[src/rtl/decode_stage.sv]
// decode_stage: registered RISC-V decode stage between fetch and register-read.
//
// Each accepted instruction is decoded combinationally and the result is
// stored, so every out_* signal comes straight from a flop.
//
// Parameters:
//   XLEN   - datapath width (32 or 64); immediates and PC use this width
//   SKID   - 0: single output register; 1: 2-entry skid FIFO
//   CSR_EN - 1: decode Zicsr ops; 0: system ops with funct3 != 000 are illegal
//
// Ports:
//   clk, rst                        clock, synchronous active-high reset
//   flush                           drop held and incoming instructions
//   in_valid/in_ready               fetch handshake (in_instr, in_pc)
//   out_valid/out_ready             downstream handshake
//   out_pc, out_rd/rs1/rs2,         PC, register indices
//   out_funct3, out_funct7b5        funct fields for the ALU decoder
//   out_imm                         sign-extended immediate
//   out_reg_write .. out_op1_src    control bits
//   out_mem_to_reg, out_alu_op      writeback select, ALU class
//   out_is_ecall, out_is_ebreak,    system/exception flags
//   out_csr_op, out_illegal
module decode_stage #(
    parameter int XLEN   = 32,
    parameter int SKID   = 1,
    parameter int CSR_EN = 1
) (
    input  logic            clk,
    input  logic            rst,
    input  logic            flush,
    input  logic            in_valid,
    output logic            in_ready,
    input  logic [31:0]     in_instr,
    input  logic [XLEN-1:0] in_pc,
    output logic            out_valid,
    input  logic            out_ready,
    output logic [XLEN-1:0] out_pc,
    output logic [4:0]      out_rd,
    output logic [4:0]      out_rs1,
    output logic [4:0]      out_rs2,
    output logic [2:0]      out_funct3,
    output logic            out_funct7b5,
    output logic [XLEN-1:0] out_imm,
    output logic            out_reg_write,
    output logic            out_alu_src,
    output logic            out_mem_write,
    output logic            out_mem_read,
    output logic            out_branch,
    output logic            out_jump,
    output logic            out_op1_src,
    output logic [1:0]      out_mem_to_reg,
    output logic [2:0]      out_alu_op,
    output logic            out_is_ecall,
    output logic            out_is_ebreak,
    output logic            out_csr_op,
    output logic            out_illegal
);

    typedef struct packed {
        logic [XLEN-1:0] pc;
        logic [4:0]      rd;
        logic [4:0]      rs1;
        logic [4:0]      rs2;
        logic [2:0]      funct3;
        logic            funct7b5;
        logic [XLEN-1:0] imm;
        logic            reg_write;
        logic            alu_src;
        logic            mem_write;
        logic            mem_read;
        logic            branch;
        logic            jump;
        logic            op1_src;
        logic [1:0]      mem_to_reg;
        logic [2:0]      alu_op;
        logic            is_ecall;
        logic            is_ebreak;
        logic            csr_op;
        logic            illegal;
    } bundle_t;

    function automatic bundle_t decode(input logic [31:0] instr, input logic [XLEN-1:0] pc);
        bundle_t     b;
        logic [31:0] imm_i, imm_s, imm_b, imm_u, imm_j, imm32;
        b        = '0;
        imm_i    = {{20{instr[31]}}, instr[31:20]};
        imm_s    = {{20{instr[31]}}, instr[31:25], instr[11:7]};
        imm_b    = {{20{instr[31]}}, instr[7], instr[30:25], instr[11:8], 1'b0};
        imm_u    = {instr[31:12], 12'h000};
        imm_j    = {{12{instr[31]}}, instr[19:12], instr[20], instr[30:21], 1'b0};
        imm32    = '0;
        b.pc       = pc;
        b.rd       = instr[11:7];
        b.rs1      = instr[19:15];
        b.rs2      = instr[24:20];
        b.funct3   = instr[14:12];
        b.funct7b5 = instr[30];
        case (instr[6:2])
            5'b01100: begin b.reg_write = 1'b1; b.alu_op = 3'b010; end
            5'b00100: begin b.alu_src = 1'b1; b.reg_write = 1'b1; b.alu_op = 3'b011; imm32 = imm_i; end
            5'b00000: begin
                b.alu_src = 1'b1; b.reg_write = 1'b1; b.mem_read = 1'b1;
                b.mem_to_reg = 2'b01; imm32 = imm_i;
            end
            5'b01000: begin b.alu_src = 1'b1; b.mem_write = 1'b1; imm32 = imm_s; end
            5'b11000: begin b.branch = 1'b1; b.alu_op = 3'b001; imm32 = imm_b; end
            5'b11011: begin
                b.jump = 1'b1; b.reg_write = 1'b1; b.alu_src = 1'b1; b.op1_src = 1'b1;
                b.mem_to_reg = 2'b10; imm32 = imm_j;
            end
            5'b11001: begin
                b.jump = 1'b1; b.reg_write = 1'b1; b.alu_src = 1'b1;
                b.mem_to_reg = 2'b10; imm32 = imm_i;
            end
            5'b01101: begin b.alu_src = 1'b1; b.reg_write = 1'b1; b.alu_op = 3'b101; imm32 = imm_u; end
            5'b00101: begin b.alu_src = 1'b1; b.reg_write = 1'b1; b.op1_src = 1'b1; imm32 = imm_u; end
            5'b11100: begin
                imm32 = imm_i;
                if (instr[14:12] == 3'b000) begin
                    // Only ECALL and EBREAK are recognised in the funct3=000 space.
                    if (instr[31:20] == 12'h000)      b.is_ecall  = 1'b1;
                    else if (instr[31:20] == 12'h001) b.is_ebreak = 1'b1;
                    else                              b.illegal   = 1'b1;
                end else if (instr[14:12] != 3'b100 && CSR_EN != 0) begin
                    b.csr_op = 1'b1; b.reg_write = 1'b1; b.mem_to_reg = 2'b11;
                end else begin
                    b.illegal = 1'b1;
                end
            end
            5'b00011: ;  // FENCE decodes as a NOP
            default:  b.illegal = 1'b1;
        endcase
        if (instr[1:0] != 2'b11) b.illegal = 1'b1;
        // An illegal instruction must not produce any architectural side effect.
        if (b.illegal) begin
            b.reg_write = 1'b0; b.mem_write = 1'b0; b.mem_read = 1'b0;
            b.branch    = 1'b0; b.jump      = 1'b0;
        end
        b.imm = {{(XLEN-31){imm32[31]}}, imm32[30:0]};
        return b;
    endfunction

    bundle_t    ent0_q, ent0_d, ent1_q, ent1_d, new_ent;
    logic [1:0] count_q, count_d;
    logic       push, pop;

    assign new_ent   = decode(in_instr, in_pc);
    assign out_valid = (count_q != 2'd0);
    // SKID=1 looks only at stored occupancy, so in_ready never depends on out_ready.
    assign in_ready  = !rst && ((SKID != 0) ? (count_q != 2'd2) : (!out_valid || out_ready));
    assign pop       = out_valid && out_ready;
    assign push      = in_valid && in_ready && !flush;

    // Shift-register FIFO: entry 0 is always the head shown on the outputs.
    always_comb begin
        ent0_d  = ent0_q;
        ent1_d  = ent1_q;
        count_d = count_q;
        if (flush) begin
            count_d = 2'd0;
        end else begin
            count_d = count_q + {1'b0, push} - {1'b0, pop};
            if (pop) begin
                if (count_q == 2'd2) begin
                    ent0_d = ent1_q;
                    if (push) ent1_d = new_ent;
                end else if (push) begin
                    ent0_d = new_ent;
                end
            end else if (push) begin
                if (count_q == 2'd0) ent0_d = new_ent;
                else                 ent1_d = new_ent;
            end
        end
    end

    always_ff @(posedge clk) begin
        if (rst) begin
            count_q <= 2'd0;
            ent0_q  <= '0;
            ent1_q  <= '0;
        end else begin
            count_q <= count_d;
            ent0_q  <= ent0_d;
            ent1_q  <= ent1_d;
        end
    end

    assign out_pc         = ent0_q.pc;
    assign out_rd         = ent0_q.rd;
    assign out_rs1        = ent0_q.rs1;
    assign out_rs2        = ent0_q.rs2;
    assign out_funct3     = ent0_q.funct3;
    assign out_funct7b5   = ent0_q.funct7b5;
    assign out_imm        = ent0_q.imm;
    assign out_reg_write  = ent0_q.reg_write;
    assign out_alu_src    = ent0_q.alu_src;
    assign out_mem_write  = ent0_q.mem_write;
    assign out_mem_read   = ent0_q.mem_read;
    assign out_branch     = ent0_q.branch;
    assign out_jump       = ent0_q.jump;
    assign out_op1_src    = ent0_q.op1_src;
    assign out_mem_to_reg = ent0_q.mem_to_reg;
    assign out_alu_op     = ent0_q.alu_op;
    assign out_is_ecall   = ent0_q.is_ecall;
    assign out_is_ebreak  = ent0_q.is_ebreak;
    assign out_csr_op     = ent0_q.csr_op;
    assign out_illegal    = ent0_q.illegal;

endmodule
[config.mk]
export PLATFORM = sky130hd
export DESIGN_NAME = decode_stage
export DESIGN_NICKNAME = d
export VERILOG_FILES = /design/src/rtl/decode_stage.sv
export SDC_FILE = /design/constraint.sdc
export NUM_CORES = 1
export LEC_CHECK = 0
export BUFFER_PORTS_ARGS = -buffer_cell sky130_fd_sc_hd__buf_4
export CAP_MARGIN = 20
export CORE_ASPECT_RATIO = 1.1
export CORE_MARGIN = 3
export CORE_UTILIZATION = 55
export DETAILED_ROUTE_END_ITERATION = 8
export HOLD_SLACK_MARGIN = 0.03
export PLACE_DENSITY = 0.76
export SYNTH_ARGS = -nofsm -noshare
export SYNTH_HDL_FRONTEND = slang
export SYNTH_SLANG_ARGS = --single-unit
[constraint.sdc]
create_clock -name clk -period 3.2 [get_ports clk]
set_clock_uncertainty 0.05 [all_clocks]
set_input_delay 0.64 -clock clk [delete_from_list [all_inputs] [get_ports clk]]
set_output_delay 0.64 -clock clk [all_outputs]
set_load 0.05 [all_outputs]
==> flow_summary.json <==
{
  "cts_buffers": 17,
  "io_pins": 170,
  "regMostFlops": "ent1_q",
  "drive_gt1_frac": 0.196,
  "r2r_setup_slack_ns": 0.61,
  "fin_nets": 1274,
  "synthArstFlopShare": 0,
  "max_cap_violations": 0,
  "vias": 8163,
  "die_w_um": 124,
  "yosysSeqAreaShare": 0.472,
  "max-slew-margin-rel": 0.486,
  "grt_max_degree": 105,
  "fin_util": 0.709,
  "end_kind": "flip-flop",
  "pwr_density_cell_nw_per_um2": 497,
  "holdPathEnd": "ent1_q[2]",
  "antenna_found_initial": 0,
  "p_leak_nw": 4.07,
  "maxSlewViolCount": 0,
  "regToRegStartpoint": "count_q[0]",
  "gp_congestion": 0.877,
  "synth_edf_count": 0,
  "insertion_delay_ns": 0.43,
  "die_area_sq_um": 17000,
  "fin_crit_ns": 2.59,
  "fmaxAchievable_ghz": 0.386,
  "hold_start": "ent1_q[2]",
  "rows": 46,
  "rr_worst_depth": 8,
  "cts_sinks": 200,
  "setup_tns_ns": 0,
  "coreArea_sq_um": 14700,
  "drtIter0Drc": 756,
  "synth_top_area_share": 0.472,
  "syn_area_sq_um": 8480,
  "worstHoldPathCells": 2,
  "via_per_inst": 5.80,
  "initial_core_util": 0.576,
  "h-tree-depth": 4,
  "ys_ff_latch": 200,
  "synth_nets": 1162,
  "root_buffer": "clkbuf_16",
  "synthTopCellsByCount": "nand2_1 (294), dfxtp_1 (200), a21oi_1 (117), nor2_1 (115), clkbuf_1 (76)",
  "hold_violations": 0,
  "rsz0062_at_grt": "no",
  "yosysTopAreaCell": "dfxtp_1",
  "wl_um": 23400,
  "crit_fanout": 7,
  "cts_resized": 0,
  "hold_class": "reg2reg",
  "grt_use_total": 0.270,
  "reg2reg_to": "ent1_q[12]",
  "chipHeight_um": 136,
  "drt_first_pass_iters": 8,
  "tightest_slew_ns": 0.772,
  "netlist_top_cells_area": "dfxtp_1 (47%), nand2_1 (13%), a21oi_1 (6.9%)",
  "grt_pass1_wl_um": 37700,
  "cts_hold_buffers": 0,
  "gr-total-overflow": 0,
  "ys_types": 52,
  "drc": 0,
  "wl_per_cell_um": 16.6,
  "synth_area_per_cell_sq_um": 7.78,
  "dp_hpwl_um": 15200,
  "layout_worst_path_cycle_share": 0.809,
  "postCtsSetupBuffers": 0,
  "netlist_instances": 1090,
  "area_growth_pct": 23.1,
  "grt_pass1_vias": 7481,
  "diodes": 0,
  "cp.arrival_ns": 2.90,
  "crit_type": "reg2reg",
  "cts_tree": "yes",
  "synth_ff_type": "dfxtp_1",
  "synth_most_common_cell": "nand2_1",
  "ir_drop_uv": 345,
  "clockBufferDepth": 2,
  "required_ns": 3.51,
  "start_kind": "flip-flop",
  "clkTransAtPathRegs_ns": 0.07,
  "final_antenna_net_count": 0,
  "status": "complete, no violations",
  "io_buffers": 169,
  "yosysWarnings": 0,
  "largest_register_ffs": 99,
  "setup-violations-final": 0
}
## power breakdown
group | switching (mW) | leakage, nW | internal (mW)
registers | 0.0106 | 1.61 | 2.51
clock network | 0.980 | 0.297 | 1.28
logic | 0.270 | 2.16 | 0.140
## area by class of cell
cell class | count | area (sq um)
clock buffer | 19 | 453
fill | 1249 | 4290
clock inverter | 13 | 169
timing repair buffer | 191 | 1480
tap | 192 | 240
inverter | 18 | 67.6
sequential | 200 | 4000
multi-input combinational | 774 | 4030
## kinds of logic after synthesis
| group | Yosys count | synth area share |
|---|---|---|
| fa+ha+maj | 3 | 0.00442 |
| compound gates | 278 | 0.222 |
| buf+inv | 116 | 0.0559 |
| xor+xnor | 3 | 0.00310 |
| flops | 200 | 0.472 |
| simple gates | 490 | 0.242 |
## routing by layer
layer / share of wire / global-route usage / vias to the layer above
met5: 0 / 0 / -
met4: 0.024 / 0.101 / 0
met3: 0.070 / 0.0475 / 47
met2: 0.47 / 0.440 / 318
met1: 0.43 / 0.360 / 3791
li1: - / - / 4007
## layout by cell type (no fill, tap or decap), drive strengths merged, types with 4 or more instances in the layout
master / instances
a211oi: 9
o41ai: 5
buf: 191
nor3: 16
o32ai: 8
a311oi: 60
o211ai: 7
nor2: 115
a21oi: 117
nand2: 295
nor4: 6
a221oi: 10
clkbuf: 19
dfxtp: 200
clkinv: 5
and2: 4
nor2b: 6
nand3: 19
a22oi: 5
inv: 20
o21ai: 33
o221ai: 11
nand2b: 4
## critical path, cell delays in order, from the launching register on
cell and delay [ns]:
dfxtp_1 0.43, nand2b_1 0.20, nand3_1 0.12, ha_1 0.30
or4b_4 0.56, or3_1 0.38, o22ai_2 0.26, a22oi_1 0.11
nor2_1 0.11
## worst max path at each step
stage | start | end | slack (ns) | depth (start not counted)
2_1_floorplan | rst | ent1_q[11] | 0.28 | 11
3_3_place_gp | flush | ent1_q[0] | 0.36 | 8
3_5_place_dp | flush | ent1_q[0] | 0.31 | 8
4_1_cts | count_q[0] | ent1_q[0] | 0.59 | 7
5_1_grt | count_q[0] | ent1_q[43] | 0.41 | 6
6_report | count_q[0] | ent1_q[12] | 0.61 | 8
## metrics by stage
| stage | setup slack, ns | cells | hold slack (ns) | cell area (sq um) | power, mW |
|---|---|---|---|---|---|
| 2_1_floorplan | 0.277 | 1090 | 0.382 | 8480 | 2.81 |
| 3_3_place_gp | 0.363 | 1375 | 0.388 | 9820 | 2.98 |
| 3_5_place_dp | 0.306 | 1375 | 0.395 | 9820 | 2.98 |
| 4_1_cts | 0.593 | 1407 | 0.396 | 10400 | 5.20 |
| 5_1_grt | 0.407 | 1407 | 0.404 | 10400 | 5.35 |
| 6_report | 0.610 | 1407 | 0.404 | 10400 | 5.19 |
No activity file was read; power rests on OpenSTA's default activity.
